$ cat src/rtl/term_ctrl_if.sv
// Host register bus for the text terminal controller: one access per cycle,
// combinational status word returned on rdata.
interface term_ctrl_if #(
    parameter int DATA_BUS = 32
);
    logic                ena;
    logic                rw;
    logic [DATA_BUS-1:0] addr;
    logic [DATA_BUS-1:0] wdata;
    logic [DATA_BUS-1:0] rdata;

    modport master (
        output ena,
        output rw,
        output addr,
        output wdata,
        input  rdata
    );

    modport slave (
        input  ena,
        input  rw,
        input  addr,
        input  wdata,
        output rdata
    );
endinterface

$ cat src/rtl/term_ctrl.sv
// Text terminal controller: cursor tracking, character put, screen clear and,
// with macro TERM_SCROLL_EN defined, hardware scroll of a COLS x ROWS buffer.
module term_ctrl #(
    parameter int COLS = 70,
    parameter int ROWS = 30
) (
    input  logic        clk,
    input  logic        rst,
    term_ctrl_if.slave  bus,
    output logic        buf_we,
    output logic [11:0] buf_waddr,
    output logic [7:0]  buf_wdata,
    output logic [11:0] buf_raddr,
    input  logic [7:0]  buf_rdata
);

    localparam logic        MEM_WRITE = 1'b1;
    localparam logic [11:0] COLS_W    = 12'(COLS);
    localparam logic [11:0] LAST_CELL = 12'(COLS * ROWS - 1);
    localparam logic [11:0] LAST_COPY = 12'(COLS * (ROWS - 1) - 1);
    localparam logic [11:0] FIRST_BOT = 12'(COLS * (ROWS - 1));
    localparam logic [6:0]  COL_LAST  = 7'(COLS - 1);
    localparam logic [4:0]  ROW_LAST  = 5'(ROWS - 1);
    localparam logic [7:0]  BLANK     = 8'h20;

    typedef enum logic [2:0] {
        IDLE   = 3'd0,
        PUT    = 3'd1,
        SCR_RD = 3'd2,
        SCR_WR = 3'd3,
        FILL   = 3'd4
    } state_t;

    state_t      state_r;
    logic [4:0]  row_r;
    logic [6:0]  col_r;
    logic        ovr_r;
    logic [11:0] idx_r;
    logic        buf_we_r;
    logic [11:0] buf_waddr_r;
    logic [11:0] buf_raddr_r;
    logic [7:0]  buf_wdata_r;

    logic        wr_s;
    logic        rd_s;
    logic [7:0]  ch_s;
    logic        printable_s;
    logic        unused_bits_s;

    function automatic logic [11:0] cell_index(input logic [4:0] r, input logic [6:0] c);
        return ({7'd0, r} * COLS_W) + {5'd0, c};
    endfunction

    assign wr_s          = bus.ena && (bus.rw == MEM_WRITE);
    assign rd_s          = bus.ena && (bus.rw != MEM_WRITE);
    assign ch_s          = bus.wdata[7:0];
    assign printable_s   = (ch_s >= 8'h20) && (ch_s <= 8'h7E);
    assign unused_bits_s = ^{bus.addr[31:1], bus.wdata[31:8]};

    assign bus.rdata = {(state_r != IDLE), ovr_r, 17'd0, row_r, 1'b0, col_r};
    assign buf_we    = buf_we_r;
    assign buf_waddr = buf_waddr_r;
    assign buf_raddr = buf_raddr_r;
    // During a scroll copy the character comes straight from the buffer read port.
    assign buf_wdata = (state_r == SCR_WR) ? buf_rdata : buf_wdata_r;

    // Controller FSM: cursor, sticky overrun flag and buffer write port.
    always_ff @(posedge clk) begin
        if (rst) begin
            state_r     <= IDLE;
            row_r       <= 5'd0;
            col_r       <= 7'd0;
            ovr_r       <= 1'b0;
            idx_r       <= 12'd0;
            buf_we_r    <= 1'b0;
            buf_waddr_r <= 12'd0;
            buf_raddr_r <= 12'd0;
            buf_wdata_r <= 8'd0;
        end else begin
            if (rd_s) begin
                ovr_r <= 1'b0;
            end else if (wr_s && (state_r != IDLE)) begin
                ovr_r <= 1'b1;
            end

            case (state_r)
                IDLE: begin
                    buf_we_r <= 1'b0;
                    if (wr_s) begin
                        if (bus.addr[0]) begin
                            if (bus.wdata[0]) begin
                                row_r       <= 5'd0;
                                col_r       <= 7'd0;
                                idx_r       <= 12'd0;
                                buf_waddr_r <= 12'd0;
                                buf_wdata_r <= BLANK;
                                buf_we_r    <= 1'b1;
                                state_r     <= FILL;
                            end else if (bus.wdata[1]) begin
                                row_r <= 5'd0;
                                col_r <= 7'd0;
                            end
                        end else if (printable_s) begin
                            buf_waddr_r <= cell_index(row_r, col_r);
                            buf_wdata_r <= ch_s;
                            buf_we_r    <= 1'b1;
                            state_r     <= PUT;
                        end else if (ch_s == 8'h0A) begin
                            col_r <= 7'd0;
                            if (row_r != ROW_LAST) begin
                                row_r <= row_r + 5'd1;
                            end else begin
`ifdef TERM_SCROLL_EN
                                idx_r       <= 12'd0;
                                buf_raddr_r <= COLS_W;
                                state_r     <= SCR_RD;
`else
                                row_r <= 5'd0;
`endif
                            end
                        end else if (ch_s == 8'h0D) begin
                            col_r <= 7'd0;
                        end else if (ch_s == 8'h08) begin
                            if (col_r != 7'd0) begin
                                col_r <= col_r - 7'd1;
                            end
                        end
                    end
                end

                PUT: begin
                    buf_we_r <= 1'b0;
                    state_r  <= IDLE;
                    if (col_r != COL_LAST) begin
                        col_r <= col_r + 7'd1;
                    end else begin
                        col_r <= 7'd0;
                        if (row_r != ROW_LAST) begin
                            row_r <= row_r + 5'd1;
                        end else begin
`ifdef TERM_SCROLL_EN
                            idx_r       <= 12'd0;
                            buf_raddr_r <= COLS_W;
                            state_r     <= SCR_RD;
`else
                            row_r <= 5'd0;
`endif
                        end
                    end
                end

                SCR_RD: begin
                    buf_waddr_r <= idx_r;
                    buf_we_r    <= 1'b1;
                    state_r     <= SCR_WR;
                end

                SCR_WR: begin
                    if (idx_r == LAST_COPY) begin
                        idx_r       <= FIRST_BOT;
                        buf_waddr_r <= FIRST_BOT;
                        buf_wdata_r <= BLANK;
                        buf_we_r    <= 1'b1;
                        state_r     <= FILL;
                    end else begin
                        idx_r       <= idx_r + 12'd1;
                        buf_raddr_r <= idx_r + 12'd1 + COLS_W;
                        buf_we_r    <= 1'b0;
                        state_r     <= SCR_RD;
                    end
                end

                FILL: begin
                    if (idx_r == LAST_CELL) begin
                        buf_we_r <= 1'b0;
                        state_r  <= IDLE;
                    end else begin
                        idx_r       <= idx_r + 12'd1;
                        buf_waddr_r <= idx_r + 12'd1;
                    end
                end

                default: begin
                    buf_we_r <= 1'b0;
                    state_r  <= IDLE;
                end
            endcase
        end
    end

endmodule

$ cat src/flat_wrapper.sv
// flat-port wrapper written by rule: the top's interface ports become plain ports
module term_ctrl_flat 
#(
    parameter int COLS = 70,
    parameter int ROWS = 30
)
  (clk, rst, buf_we, buf_waddr, buf_wdata, buf_raddr, buf_rdata, bus_ena, bus_rw, bus_addr, bus_wdata, bus_rdata);
  term_ctrl_if bus_i ();
  input  logic clk;
  input  logic rst;
  output logic buf_we;
  output logic [11:0] buf_waddr;
  output logic [7:0] buf_wdata;
  output logic [11:0] buf_raddr;
  input  logic [7:0] buf_rdata;
  input wire logic [$bits(bus_i.ena)-1:0] bus_ena;
  input wire logic [$bits(bus_i.rw)-1:0] bus_rw;
  input wire logic [$bits(bus_i.addr)-1:0] bus_addr;
  input wire logic [$bits(bus_i.wdata)-1:0] bus_wdata;
  output wire logic [$bits(bus_i.rdata)-1:0] bus_rdata;
  assign bus_i.ena = bus_ena;
  assign bus_i.rw = bus_rw;
  assign bus_i.addr = bus_addr;
  assign bus_i.wdata = bus_wdata;
  assign bus_rdata = bus_i.rdata;
  term_ctrl #(.COLS(COLS), .ROWS(ROWS)) u_core (.clk(clk), .rst(rst), .bus(bus_i), .buf_we(buf_we), .buf_waddr(buf_waddr), .buf_wdata(buf_wdata), .buf_raddr(buf_raddr), .buf_rdata(buf_rdata));
endmodule
$ cat config.mk
export PLATFORM = sky130hd
export DESIGN_NAME = term_ctrl_flat
export DESIGN_NICKNAME = d
export VERILOG_FILES = /design/src/rtl/term_ctrl_if.sv /design/src/rtl/term_ctrl.sv /design/src/flat_wrapper.sv
export SDC_FILE = /design/constraint.sdc
export NUM_CORES = 1
export LEC_CHECK = 0
export CAP_MARGIN = 40
export CELL_PAD_IN_SITES_DETAIL_PLACEMENT = 0
export CELL_PAD_IN_SITES_GLOBAL_PLACEMENT = 1
export CORE_AREA = 2 2 119 121
export CTS_BUF_LIST = sky130_fd_sc_hd__clkbuf_4
export DETAILED_ROUTE_END_ITERATION = 8
export DIE_AREA = 0 0 121 123
export DONT_BUFFER_PORTS = 1
export GPL_TIMING_DRIVEN = 0
export PLACE_DENSITY = 0.65
export REMOVE_ABC_BUFFERS = 1
export SLEW_MARGIN = 25
export SYNTH_ARGS = -nofsm -noshare
export SYNTH_HDL_FRONTEND = slang
export SYNTH_SLANG_ARGS = --single-unit
$ cat constraint.sdc
create_clock -name clk -period 3.6 [get_ports clk]
set_input_delay 0.72 -clock clk [delete_from_list [all_inputs] [get_ports clk]]
set_output_delay 0.72 -clock clk [all_outputs]
set_load 0.01 [all_outputs]
==> results of run 1 <==
-- routing by layer --
layer / part of all wire (%) / GRT usage (%)
met3: 7.1 / 4.935
met1: 47 / 22.27
met4: 1.4 / 6.541
met2: 45 / 27.00
met5: 0 / 0
-- how the worst min path moves through the flow --
stage                           from                     to  slack [ns]
4_1_cts                          rst        u_core.row_r[3]        0.28
3_5_place_dp   u_core.buf_wdata_r[4]  u_core.buf_wdata_r[4]        0.44
3_3_place_gp   u_core.buf_wdata_r[6]  u_core.buf_wdata_r[6]        0.44
5_1_grt                          rst          u_core.buf_we        0.31
2_1_floorplan  u_core.buf_wdata_r[0]  u_core.buf_wdata_r[0]        0.42
6_report                         rst  u_core.buf_wdata_r[4]        0.34
-- per-stage QoR --
step | setup TNS (ns) | cells
global placement | -0.07694 | 728
finish | 0 | 749
global route | 0 | 749
CTS | 0 | 747
detailed placement | -0.1230 | 732
floorplan | 0 | 548
-- area by class of cell --
| cell class | instances | area (um2) |
|---|---|---|
| Multi-Input combinational cell | 465 | 3095 |
| Clock buffer | 12 | 90.09 |
| Inverter | 22 | 82.58 |
| Clock inverter | 3 | 13.76 |
| Tap cell | 180 | 225.2 |
| Timing Repair Buffer | 6 | 53.80 |
| Fill cell | 1434 | 8825 |
| Sequential cell | 61 | 1226 |
-- placed cells by master, fill, tap and decap left out, types with 7 or more instances in the layout --
cell and n:
sky130_fd_sc_hd__inv_1 22, sky130_fd_sc_hd__o21ai_0 30, sky130_fd_sc_hd__nor2_1 72, sky130_fd_sc_hd__nand2_1 33
sky130_fd_sc_hd__nand4_1 8, sky130_fd_sc_hd__clkbuf_4 12, sky130_fd_sc_hd__conb_1 18, sky130_fd_sc_hd__xnor2_1 19
sky130_fd_sc_hd__or3_1 7, sky130_fd_sc_hd__a211oi_1 13, sky130_fd_sc_hd__ha_1 28, sky130_fd_sc_hd__dfxtp_1 59
sky130_fd_sc_hd__mux2_2 8, sky130_fd_sc_hd__nand3_1 13, sky130_fd_sc_hd__xor2_1 7, sky130_fd_sc_hd__a21oi_1 64
sky130_fd_sc_hd__nor3_1 17, sky130_fd_sc_hd__nand2b_1 7
-- worst reg2reg max path, stage by stage (launching register included) --
cell	delay, ns
sky130_fd_sc_hd__dfxtp_4	0.44
sky130_fd_sc_hd__inv_1	0.08
sky130_fd_sc_hd__ha_1	0.28
sky130_fd_sc_hd__inv_1	0.04
sky130_fd_sc_hd__ha_1	0.28
sky130_fd_sc_hd__ha_1	0.36
sky130_fd_sc_hd__a31oi_4	0.21
sky130_fd_sc_hd__xor2_1	0.09
sky130_fd_sc_hd__ha_1	0.32
sky130_fd_sc_hd__inv_1	0.05
sky130_fd_sc_hd__o21ai_0	0.15
sky130_fd_sc_hd__o41ai_1	0.13
sky130_fd_sc_hd__nor4_2	0.32
sky130_fd_sc_hd__xor2_1	0.19
sky130_fd_sc_hd__a21oi_1	0.09
sky130_fd_sc_hd__a211oi_1	0.22
-- registers in the layout (all words and copies together) (netlist names) --
signal              count
u_core.row_r            5
u_core.buf_raddr       12
u_core.buf_wdata_r      8
u_core.ovr_r            1
u_core.state_r          3
u_core.col_r            7
u_core.buf_waddr       12
u_core.idx_r           12
u_core.buf_we           1
-- synthesized netlist by cell type (8+ instances only) --
master | count | area (um2)
sky130_fd_sc_hd__a211oi_1 | 13 | 97.59
sky130_fd_sc_hd__a21oi_1 | 64 | 320.3
sky130_fd_sc_hd__buf_2 | 14 | 70.07
sky130_fd_sc_hd__buf_4 | 22 | 165.2
sky130_fd_sc_hd__clkbuf_1 | 12 | 45.04
sky130_fd_sc_hd__dfxtp_1 | 61 | 1221
sky130_fd_sc_hd__ha_1 | 28 | 350.3
sky130_fd_sc_hd__inv_1 | 22 | 82.58
sky130_fd_sc_hd__mux2_2 | 8 | 90.09
sky130_fd_sc_hd__nand2_1 | 33 | 123.9
sky130_fd_sc_hd__nand3_1 | 13 | 65.06
sky130_fd_sc_hd__nand4_1 | 8 | 50.05
sky130_fd_sc_hd__nor2_1 | 73 | 274.0
sky130_fd_sc_hd__nor3_1 | 17 | 85.08
sky130_fd_sc_hd__o21ai_0 | 30 | 150.1
sky130_fd_sc_hd__xnor2_1 | 19 | 166.4
-- power by group through the flow --
stage / clock network [uW] / logic (uW) / registers [uW]
floorplan: 0 / 113 / 726
detailed placement: 0 / 138 / 734
finish: 421 / 140 / 718
global route: 462 / 159 / 721
global placement: 0 / 133 / 735
CTS: 444 / 139 / 719
-- cells by family (layout without fill, tap and decap cells) --
kind of cell	count (synthesis)	after routing	share of synthesized area (%)
AOI/OAI and AO/OA	170	170	24.77
other	1	18	0.08070
xor gates and xnor gates	27	27	5.251
buffers and inverters	75	43	8.858
muxes	13	13	3.016
DFF	61	61	26.28
and+or+nand+nor	207	207	23.34
adders and majority gates	30	30	8.401
-- timing repair --
| item | in CTS | in global routing |
|---|---|---|
| hold buffers | 0 | 0 |
| endpoints found under the setup margin | 1 | 2 |
| endpoints found under the hold margin | 0 | 0 |
| resized for setup | 1 | 4 |
| cloned | 0 | 0 |
==> run summary, run 1 <==
Switching part of the total power -> 29.46%
Maximum number of pins on one net before global-route repair -> 66
Layout area overhead -> 3.016%
Longest individual stage delay on the worst path -> 0.44 ns
Buffer levels on the longest clock path -> 2
Routed length per placed instance -> 16.16 um
Max_slew headroom -> 56.13%
Final core utilization -> 35.17%
DRC marker count from the first detailed-route iteration -> 160
Via count -> 4092
Count of state elements after synthesis -> 61
Clock sinks -> 61
Arrival time at the worst endpoint -> 3.71 ns
Path category of the worst min-delay check -> in2reg
Worst reg-to-reg path cell count -> 15
Number of global-route vias before repair -> 3934
Area of the core -> 0.01361 mm2
Total number of nets in the final design -> 671
Overall power consumption -> 1279 uW
Global-route usage over all layers -> 17.16%
Max Fanout on Critical Path -> 9
Fraction of layout cells with a size suffix above 1 -> 10.72%
Highest attainable clock frequency -> 0.3008 GHz
Stages on the worst setup path -> 15
Clock-pin transition on the worst setup and hold timing paths -> 0.11 ns
Seq pwr share -> 56.1%
H-Tree Level Count -> 3
Finish-stage setup viols -> 0
Number of buffers added by the clock tree synthesis step -> 9
Critical path buffers and inverters -> 3
Post-CTS setup buffers -> 0
DP Worst Slack -> -0.1230 ns
Chip Width -> 121 um
TritonCTS clock tree -> done
Grt ovf -> 0
Number of stages on the worst hold path -> 1
Static leakage power -> 0.001677 uW
Smallest setup slack after layout -> 0.2752 ns
Req. time, crit path -> 3.98 ns
Sequential area share after synthesis -> 26.28%
Portion of total power attributed to combinational logic -> 10.9%
Post-synth top flop -> sky130_fd_sc_hd__dfxtp_1
Period minus WS final -> 3.325 ns
Async set or reset register ratio after synthesis -> 0%
Inserted Diodes -> 0
Number of distinct library cell variants in the gate-level netlist after synthesis -> 81
Post-synth design cell area -> 0.004647 mm2
Count of maximum capacitance violations -> 0
PortBufs -> 0
Net Switching -> 376.7 uW
Routability Congestion -> 0.8090
Register-to-register setup slack -> 0.28 ns
Antenna violations before repair -> 0
Post-route ant nets -> 0
Effective utilization at floorplan -> 34.14%
Slowest-stage cell, CP -> sky130_fd_sc_hd__dfxtp_4
Post-route cell area -> 0.004787 mm2
Total internal power -> 902.0 uW
Placement row count -> 43
DRC errors left -> 0
Post-route fraction of the period consumed by the critical path -> 92.36%
Post-DP Area -> 0.004647 mm2
Vertical extent of the die -> 123 um
Cell Chain, Critical Path -> inv_1 -> ha_1 -> inv_1 -> ha_1 -> ha_1 -> a31oi_4 -> xor2_1 -> ha_1 -> inv_1 -> o21ai_0 -> o41ai_1 -> nor4_2 -> xor2_1 -> a21oi_1 -> a211oi_1
Post-Route Hold Slack -> 0.3358 ns
Kind of cell adding the most delay to the critical path -> adder cells
Kind of end point of the critical path -> flip-flop
Part of the total power dissipated in the clock network -> 32.9%
Most common cell on crit path -> sky130_fd_sc_hd__ha_1
Sum of routed wire length over all layers -> 12.10 mm
Transition time at the pin with the least slew margin -> 0.6559 ns
Die footprint -> 0.01488 mm2
Number of slew-limit violations in the final report -> 0
Root Buffer Master -> sky130_fd_sc_hd__clkbuf_4
Clock Skews -> 0.01451 ns
Cells after Synth -> 584
DP HPWL -> 8.859 mm
Fin. Hold Viols -> 0
Number of enable-type register cells in the synthesized netlist -> 0
Synth Warn # -> 0
Worst skew pair latency -> 0.45 ns
Status -> completed
Critical path start-end classification -> reg2reg
RSZ-0062 raised after global routing -> no
Critical path startpoint -> u_core.row_r[3]
Wire length of the first global-routing pass -> 20.08 mm
Peak supply drop -> 164.2 uV
Number of top-level pins -> 141
Worst R2R Start -> u_core.row_r[3]
Worst r2r dst -> u_core.buf_waddr[10]
Critical Path End -> u_core.buf_waddr[10]
Total power density per cell area -> 267.1 mW/mm2
First drt pass iteration count -> 5
Vias per inst -> 5.463
Synthesized area divided by synthesized cell count -> 7.957 um2
Startpoint type of the worst setup path -> flip-flop
Power figures use the tool's default switching activity.
==> run 2, diff against run 1 <==
Settings changed: CORE_AREA 2 2 119 121 to 2 2 107 134, DIE_AREA 0 0 121 123 to 0 0 109 136, PLACE_DENSITY 0.65 to 0.66.
==> run summary, run 2 (synthesis gave the netlist of run 1 again) <==
Final core utilization -> 35.41% (+0.24 points)
Clock Skews -> 0.01066 ns (-0.003856 ns)
Static leakage power -> 0.001697 uW (+1.2%)
Post-Route Setup TNS -> 0 ns (unchanged)
Via count -> 4083 (-0.22%)
Switching part of the total power -> 27.26% (-2.2 points)
Grt ovf -> 0 (unchanged)
Post-CTS setup buffers -> 0 (unchanged)
Seq pwr share -> 50.8% (-5.3 points)
Wire length of the first global-routing pass -> 18.55 mm (-7.6%)
DP HPWL -> 8.889 mm (+0.35%)
Placement row count -> 48 (+12%)
Die footprint -> 0.01482 mm2 (-0.40%)
Number of slew-limit violations in the final report -> 0 (unchanged)
Startpoint type of the worst setup path -> flip-flop
Count of maximum capacitance violations -> 0 (unchanged)
Longest individual stage delay on the worst path -> 0.44 ns (about the same)
Post-route fraction of the period consumed by the critical path -> 91.70% (-0.65 points)
Status -> completed
Filler instances -> 1407 (-1.9%)
Chip Width -> 109 um (-9.9%)
Root Buffer Master -> sky130_fd_sc_hd__clkbuf_4
Net Switching -> 385.4 uW (+2.3%)
Vertical extent of the die -> 136 um (+11%)
Routed length per placed instance -> 16.04 um (-0.76%)
RSZ-0062 raised after global routing -> no
Commonest non-fill, non-tap cell in the layout -> sky130_fd_sc_hd__nor2_1
Max Fanout on Critical Path -> 9 (unchanged)
Part of the total power dissipated in the clock network -> 39.2% (+6.3 points)
DRC marker count from the first detailed-route iteration -> 210 (+31%)
Fin. Hold Viols -> 0 (unchanged)
Routability Congestion -> 0.8263 (+2.1%)
Buffer levels on the longest clock path -> 2 (unchanged)
Total power density per cell area -> 292.9 mW/mm2 (+9.6%)
Most frequent cells in the layout -> 72 x sky130_fd_sc_hd__nor2_1, 64 x sky130_fd_sc_hd__a21oi_1, 59 x sky130_fd_sc_hd__dfxtp_1
Clock sinks -> 61 (unchanged)
Peak supply drop -> 136.4 uV (-17%)
Period minus WS final -> 3.301 ns (-0.02346 ns)
Total number of nets in the final design -> 671 (unchanged)
Fraction of layout cells with a size suffix above 1 -> 10.70% (-0.019 points)
Max_slew headroom -> 56.09% (about the same)
Antenna violations before repair -> 1 (+1)
Finish-stage setup viols -> 0 (unchanged)
Portion of total power attributed to combinational logic -> 10.0% (-0.9 points)
Path category of the worst min-delay check -> in2reg
PortBufs -> 0 (unchanged)
First drt pass iteration count -> 5 (unchanged)
Worst skew pair latency -> 0.44 ns (about the same)
Post-route ant nets -> 0 (unchanged)
Number of top-level pins -> 141 (unchanged)
Slowest-stage cell, CP -> sky130_fd_sc_hd__dfxtp_4
Number of hold buffers added after cts -> 0 (unchanged)
Maximum number of pins on one net before global-route repair -> 66 (unchanged)
Global-route usage over all layers -> 15.96% (-1.2 points)
DRC errors left -> 0 (unchanged)
Transition time at the pin with the least slew margin -> 0.6586 ns (+0.002699 ns)
TritonCTS clock tree -> done
Arrival time at the worst endpoint -> 3.65 ns (-0.06 ns)
Sum of routed wire length over all layers -> 11.96 mm (-1.2%)
H-Tree Level Count -> 3 (unchanged)
Req. time, crit path -> 3.95 ns (-0.03 ns)
Total internal power -> 1028 uW (+14%)
Number of global-route vias before repair -> 3534 (-10%)
Kind of end point of the critical path -> flip-flop
Most common cell on crit path -> sky130_fd_sc_hd__ha_1
Clock-pin transition on the worst setup and hold timing paths -> 0.11 ns (about the same)
Cell Chain, Critical Path -> inv_1 -> ha_1 -> inv_1 -> ha_1 -> ha_1 -> a31oi_2 -> xor2_1 -> ha_1 -> inv_1 -> o21ai_0 -> o41ai_1 -> nor4_2 -> xor2_1 -> a21oi_1 -> a211oi_1
Highest attainable clock frequency -> 0.3029 GHz (+0.71%)
Vias per inst -> 5.473 (+0.18%)
Effective utilization at floorplan -> 34.09% (-0.053 points)
Critical path start-end classification -> reg2reg
Number of buffers added by the clock tree synthesis step -> 9 (unchanged)
Layout area overhead -> 3.877%
Area of the core -> 0.01363 mm2 (+0.16%)
## run 2: cell types whose count changed in the layout (fill, tap and decap cells not counted), sizes merged
cell,delta
diode,+1
clkbuf,-2
bufinv,+2
clkinv,+1
## run 2: worst max-delay path, delay by kind of cell (launching register included)
kind | cells | cell delay, ns
AO/OA/AOI/OAI | 5 | 0.87
XOR/XNOR | 2 | 0.30
buffers and inverters | 3 | 0.17
adder cells (fa/ha/maj) | 4 | 1.26
flip-flops | 1 | 0.44
AND/OR/NAND/NOR | 1 | 0.20
## run 2: final cells by class
type	count	area [um2]	share of cell area [%]
Timing Repair Buffer	6	57.56	1.192
Multi-Input combinational cell	465	3087	63.95
Antenna cell	1	2.502	0.05184
Clock buffer	10	75.07	1.555
Tap cell	175	219.0	4.536
Sequential cell	61	1226	25.40
Clock inverter	6	77.57	1.607
Inverter	22	82.58	1.711
## run 2: power by group through the flow
stage | logic [uW] | registers, uW | clock network [uW]
CTS | 140 | 720 | 572
floorplan | 113 | 726 | 0
global placement | 135 | 736 | 0
detailed placement | 140 | 735 | 0
global route | 159 | 721 | 595
finish | 142 | 718 | 554
## run 2: stage by stage
| stage | hold WS [ns] | cells | power (uW) | instance area, um2 | worst slack [ns] |
|---|---|---|---|---|---|
| after floorplan | 0.4223 | 548 | 838.5 | 4382 | 0.2917 |
| after global placement | 0.4328 | 723 | 870.1 | 4601 | -0.09438 |
| after detailed placement | 0.4423 | 728 | 875.4 | 4656 | -0.2051 |
| after CTS | 0.3255 | 744 | 1432 | 4816 | 0.01034 |
| after global routing | 0.3100 | 746 | 1475 | 4827 | 0.05905 |
| final | 0.3443 | 746 | 1414 | 4827 | 0.2986 |
## run 2: what timing repair did
action,4_1_cts,5_1_grt
gates resized for setup,2,2
pin swaps,0,1
setup endpoints to repair,2,1
## run 2: path summary, 6_finish.rpt
path,to,startpoint,slack (ns),cells after the start
worst min register to register,u_core.buf_wdata_r[6],u_core.buf_wdata_r[6],0.46,2
worst max-delay path,u_core.buf_waddr[10],u_core.row_r[3],0.30,15
worst max register to register,u_core.buf_waddr[10],u_core.row_r[3],0.30,15
worst min-delay path,u_core.buf_raddr[5],rst,0.34,1
## run 2: routing by layer
metal | wire length (um) | up-vias | track usage [%]
met5 | 0 | - | 0
met4 | 234 | 0 | 6.197
met3 | 604 | 16 | 3.883
met2 | 5874 | 96 | 26.09
met1 | 5250 | 1921 | 20.06
li1 | - | 2050 | -
